<file path="src/rtl/shiftreg_pkg.sv">
// Shared definitions for the 59-bit serial configuration chain sequencer.
package shiftreg_pkg;

    localparam int SR_N = 59;
    localparam int SR_NFIELD = 16;

    // Chain fields listed from MSB to LSB
    localparam int SR_FIELD_W [SR_NFIELD] = '{
        7, 1, 6, 1, 5, 1, 5, 1, 10, 1, 4, 1, 7, 1, 7, 1
    };
    localparam int SR_FIELD_LSB [SR_NFIELD] = '{
        52, 51, 45, 44, 39, 38, 33, 32, 22, 21, 17, 16, 9, 8, 1, 0
    };

    typedef enum logic [2:0] {
        ST_IDLE,
        ST_SHIFT_LO,
        ST_SHIFT_HI,
        ST_LATCH,
        ST_DONE
    } state_t;

endpackage

</file>
<file path="src/rtl/shiftreg_loader_sclk_phase_gen.sv">
// Divider for the sclk half-periods; ticks on the last clk of each phase.
module sclk_phase_gen
    import shiftreg_pkg::*;
#(
    parameter int CLKDIV = 4
) (
    input  logic clk,
    input  logic rst,
    input  logic en,
    output logic phase_last
);

    localparam int DW = (CLKDIV > 1) ? $clog2(CLKDIV) : 1;

    logic [DW-1:0] cnt;

    assign phase_last = en && (cnt == DW'(CLKDIV - 1));

    always_ff @(posedge clk or posedge rst) begin
        if (rst) begin
            cnt <= '0;
        end else if (!en || phase_last) begin
            cnt <= '0;
        end else begin
            cnt <= cnt + DW'(1);
        end
    end

endmodule

</file>
<file path="src/rtl/shiftreg_loader.sv">
// Serializes a parallel config word into the chain MSB-first, latches it,
// and returns the previous chain contents as readback.
module shiftreg_loader
    import shiftreg_pkg::*;
#(
    parameter int N         = SR_N,
    parameter int CLKDIV    = 4,
    parameter int LATCH_CYC = 2
) (
    input  logic         clk,
    input  logic         rst,
    input  logic [N-1:0] cfg_data,
    input  logic         cfg_valid,
    output logic         cfg_ready,
    output logic         busy,
    output logic         done,
    output logic [N-1:0] rd_data,
    output logic         sclk,
    output logic         sdin,
    output logic         latch,
    input  logic         sr_out
);

    localparam int BW = $clog2(N);
    localparam int LW = $clog2(LATCH_CYC + 1);

    state_t        state;
    logic [N-1:0]  shreg;
    logic [N-1:0]  rb;
    logic [BW-1:0] bitcnt;
    logic [LW-1:0] lcnt;
    logic          phase_en;
    logic          phase_last;

    assign phase_en = (state == ST_SHIFT_LO) || (state == ST_SHIFT_HI);

    sclk_phase_gen #(
        .CLKDIV(CLKDIV)
    ) u_phase (
        .clk       (clk),
        .rst       (rst),
        .en        (phase_en),
        .phase_last(phase_last)
    );

    always_ff @(posedge clk or posedge rst) begin
        if (rst) begin
            state     <= ST_IDLE;
            cfg_ready <= 1'b1;
            busy      <= 1'b0;
            done      <= 1'b0;
            sclk      <= 1'b0;
            sdin      <= 1'b0;
            latch     <= 1'b0;
            rd_data   <= '0;
            shreg     <= '0;
            rb        <= '0;
            bitcnt    <= '0;
            lcnt      <= '0;
        end else begin
            done <= 1'b0;
            unique case (state)
                ST_IDLE: begin
                    if (cfg_valid) begin
                        state     <= ST_SHIFT_LO;
                        cfg_ready <= 1'b0;
                        busy      <= 1'b1;
                        sdin      <= cfg_data[N-1];
                        shreg     <= {cfg_data[N-2:0], 1'b0};
                        bitcnt    <= BW'(N - 1);
                    end
                end
                ST_SHIFT_LO: begin
                    // Chain MSB is sampled just before sclk rises
                    if (phase_last) begin
                        rb    <= {rb[N-2:0], sr_out};
                        sclk  <= 1'b1;
                        state <= ST_SHIFT_HI;
                    end
                end
                ST_SHIFT_HI: begin
                    if (phase_last) begin
                        sclk <= 1'b0;
                        if (bitcnt == '0) begin
                            state <= ST_LATCH;
                            latch <= 1'b1;
                            lcnt  <= '0;
                        end else begin
                            bitcnt <= bitcnt - BW'(1);
                            sdin   <= shreg[N-1];
                            shreg  <= {shreg[N-2:0], 1'b0};
                            state  <= ST_SHIFT_LO;
                        end
                    end
                end
                ST_LATCH: begin
                    if (lcnt == LW'(LATCH_CYC - 1)) begin
                        latch   <= 1'b0;
                        busy    <= 1'b0;
                        done    <= 1'b1;
                        rd_data <= rb;
                        state   <= ST_DONE;
                    end else begin
                        lcnt <= lcnt + LW'(1);
                    end
                end
                ST_DONE: begin
                    state     <= ST_IDLE;
                    cfg_ready <= 1'b1;
                end
                default: begin
                    state <= ST_IDLE;
                end
            endcase
        end
    end

endmodule
</file>
<file path="config.mk">
export PLATFORM = sky130hd
export DESIGN_NAME = shiftreg_loader
export DESIGN_NICKNAME = d
export VERILOG_FILES = /design/src/rtl/shiftreg_pkg.sv /design/src/rtl/shiftreg_loader_sclk_phase_gen.sv /design/src/rtl/shiftreg_loader.sv
export SDC_FILE = /design/constraint.sdc
export NUM_CORES = 1
export LEC_CHECK = 0
export CAP_MARGIN = 20
export CORE_UTILIZATION = 54
export CTS_BUF_LIST = sky130_fd_sc_hd__clkbuf_16
export CTS_CLUSTER_SIZE = 8
export DETAILED_ROUTE_END_ITERATION = 10
export GPL_ROUTABILITY_DRIVEN = 1
export PLACE_DENSITY = 0.81
export SYNTH_ARGS = -nofsm -noshare
export SYNTH_HDL_FRONTEND = slang
export SYNTH_HIERARCHICAL = 1
export SYNTH_SLANG_ARGS = --single-unit
</file>
<file path="constraint.sdc">
create_clock -name clk -period 7.4 [get_ports clk]
set_input_delay 0.74 -clock clk [delete_from_list [all_inputs] [get_ports clk]]
set_output_delay 0.74 -clock clk [all_outputs]
set_load 0.01 [all_outputs]
</file>
==> impl_metrics.csv <==
group,metric,value,unit
pwr,power_per_unit_of_standard_cell_area,297.9,nW/µm²
drt,drc_errors,0,
floorplan,core-area,14530,µm²
cts,clock_sinks,195,
timing,worst-slew-pin-transition,0.9145,ns
timing,setup_viol,0,
logic_synthesis,synthDistinctLibCells,39,
timing,timing.max_slew.rel_slack,39.04,%
timing,setup_tns,0,ns
cts,ctsLongestPathBuffers,2,
cts,number_of_setup_buffers_added_after_cts,0,
cts,cts_hold_buf,0,
drt,via_per_inst,5.368,
cts,clk_latency,0.43,ns
logic_synthesis,synthFlopType,"dfrtp_1",
timing,final_min_period_over_clock_period,47.87,%
pwr,irDropWorstVdd,166.0,µV
pwr,power.static_leakage,4.910,nW
floorplan,number_of_rows_in_the_core_area,44,
logic_synthesis,syn_inst,614,
worst_setup_path,critPathKind,"reg2reg",
cts,level_count_of_the_clock_h_tree,4,
cts,cts.clk_slew.worst_paths,0.06,ns
timing,grt_setup_unrepaired,"no",
cts,post_cts.resized_instances,0,
global_route,globalRouteOverflowTotal,0,
drt,first_iter_violations,229,
logic_synthesis,yosysTopAreaCell,"dfrtp_1",
logic_synthesis,synth_enable_flop_cells,0,
final_layout,utilization_after_layout,68.56,%
worst_setup_path,startpoint_type,"flip-flop",
drt,num_vias,4944,
logic_synthesis,synth_most_common_cell,"dfrtp_1",
drt,ant_nets,0,
floorplan,die_w,124,µm
timing,report.final.slew_viol_count,0,
global_route,grt_first_pass_wirelength,23.84,mm
worst_setup_path,rrSetupSlack,3.86,ns
logic_synthesis,synth_commonest_cells,"194 x dfrtp_1, 118 x mux2_2, 68 x a21oi_1, 68 x nor2_1, 59 x mux2i_1",
floorplan,design.portCount,128,
worst_hold_path,timing.hold.worst.class,"reg2reg",
floorplan,design.die.area,15380,µm²
global_route,pin_count_of_the_biggest_net_entering_global_routing,121,
logic_synthesis,synth_nets,681,
final_layout,area_delta_synth_final,23.97,%
logic_synthesis,synth_top_cell_area_share,60.40,%
flow_run,timing.max_cap.violations,0,
floorplan,die_y,124,µm
pwr,total_power,0.002968,W
drt,drt_first_pass_iters,4,
cts,numCtsBuffers,17,
placed_design,numPortBuffers,127,
final_layout,num_antenna_cells,0,
worst_setup_path,worstPathArrival,3.88,ns
placed_design,final_weighted_congestion_of_routability_driven_global_placement,0.7613,
final_layout,layout-drive-gt1-share,21.30,%
drt,wire_per_inst,15.90,µm
floorplan,starting_density_of_the_core,55.30,%
timing,achievable-frequency,282.3,MHz
status,status,"completed",
timing,report.final.hold_viol_count,0,
logic_synthesis,synth_seq_area_share,60.73,%
timing,finalCriticalPeriod,3.542,ns
worst_setup_path,end_kind,"flip-flop",
logic_synthesis,per_instance_average_area_after_synthesis,13.09,µm²
logic_synthesis,asr_flop_ratio_synth,100.0,%
cts,clock_tree.root_cell,"clkbuf_16",
global_route,grt_pass1_vias,4976,
logic_synthesis,netlist_area,8038,µm²
final_layout,design.final.nets,793,
logic_synthesis,ys_seq_elements,195,
worst_setup_path,cp.required,7.74,ns
logic_synthesis,synthTopCellsByArea,"dfrtp_1 60%, mux2_2 17%, mux2i_1 7.3%",
global_route,antenna_found_initial,0,
logic_synthesis,synth.yosys.warnings,6,
global_route,grt_use_total,20.36,%
worst_setup_path,path_max_fanout,101,
placed_design,hpwl,9.257,mm
drt,drt-total-wl,14.65,mm
cts,tritoncts_clock_tree,"done",
timing,fin_skew,0.007134,ns
==> cell families (layout without fill, tap and decap cells) <==
logic type	after synthesis	in the layout	synth area share (%)
compound gates	92	92	6.320
flops	195	195	60.73
simple gates	96	96	5.339
xor+xnor	1	1	0.1090
buf+inv	49	172	3.004
mux	177	177	23.88
fa+ha+maj	4	4	0.6227
==> critical path: stages, from the launching register on <==
cell and delay [ns]:
dfrtp_1 0.75, xnor2_1 0.13, nor2_1 0.16, and2_2 0.28, mux2i_1 0.14, a311oi_4 0.84, buf_4 0.81, nor2_1 0.10
a21oi_1 0.19
==> power breakdown <==
| group | switching (W) | internal, W | leakage (nW) | total (W) |
|---|---|---|---|---|
| Clock | 0.000378 | 0.000488 | 0.272 | 0.000865 |
| Sequential | 0.000145 | 0.00128 | 2.51 | 0.00143 |
| Combinational | 0.000351 | 0.000324 | 2.13 | 0.000675 |
==> stage by stage <==
step / cells / setup slack (ns) / hold slack, ns / instance area (µm²)
final: 921 / 3.858 / 0.4609 / 9965
after global routing: 921 / 3.441 / 0.4749 / 9965
after CTS: 920 / 3.880 / 0.4616 / 9937
after detailed placement: 890 / 3.864 / 0.4482 / 9393
after global placement: 890 / 4.003 / 0.4398 / 9393
after floorplan: 614 / 1.406 / 0.4288 / 8038
==> state kept, by name, summed over array words and instances (netlist names), 2 cells and up <==
name,flops
state,3
shreg,58
u_phase/cnt,2
rd_data,59
bitcnt,6
lcnt,2
rb,59
==> cell usage in the layout (no fill, tap or decap), types with 4 or more instances in the layout <==
cell / netlist / layout
nand2_1: 6 / 6
nor3_1: 5 / 5
ha_1: 4 / 4
mux2_2: 118 / 118
nor2_1: 68 / 68
a31oi_1: 5 / 5
dfrtp_1: 194 / 194
clkbuf_16: 0 / 17
a21oi_1: 68 / 68
inv_1: 10 / 10
o21ai_0: 9 / 9
mux2i_1: 59 / 59
clkdlybuf4s50_1: 0 / 127
clkinv_1: 0 / 5
buf_4: 6 / 4
==> final cells by class <==
cell class,instances,area [µm²]
clock buffers,17,425.4
clock inverters,13,118.9
fillers,1048,4569
inverters,10,45.04
multi-input cells,370,2935
flip-flops and latches,195,4881
well taps,184,230.2
repair buffers,132,1329
==> per-layer routing <==
| metal | track usage, % | part of all wire [%] | up-vias |
|---|---|---|---|
| met5 | 0 | 0 | - |
| met4 | 7.366 | 1.4 | 0 |
| met3 | 6.136 | 6.6 | 20 |
| met2 | 32.99 | 48 | 107 |
| met1 | 25.94 | 44 | 2445 |
| li1 | - | - | 2372 |
==> path summary, 6_finish.rpt <==
kind                                      from              to  cells past startpoint
max in group asynchronous                  rst       shreg[34]                      3
worst max register to register        state[1]       shreg[32]                      8
worst min-delay path            u_phase/cnt[0]  u_phase/cnt[0]                      1
worst min register to register  u_phase/cnt[0]  u_phase/cnt[0]                      1
worst max-delay path                  state[1]       shreg[32]                      8
min in group asynchronous                  rst  u_phase/cnt[1]                      2
Power figures use the tool's default switching activity.
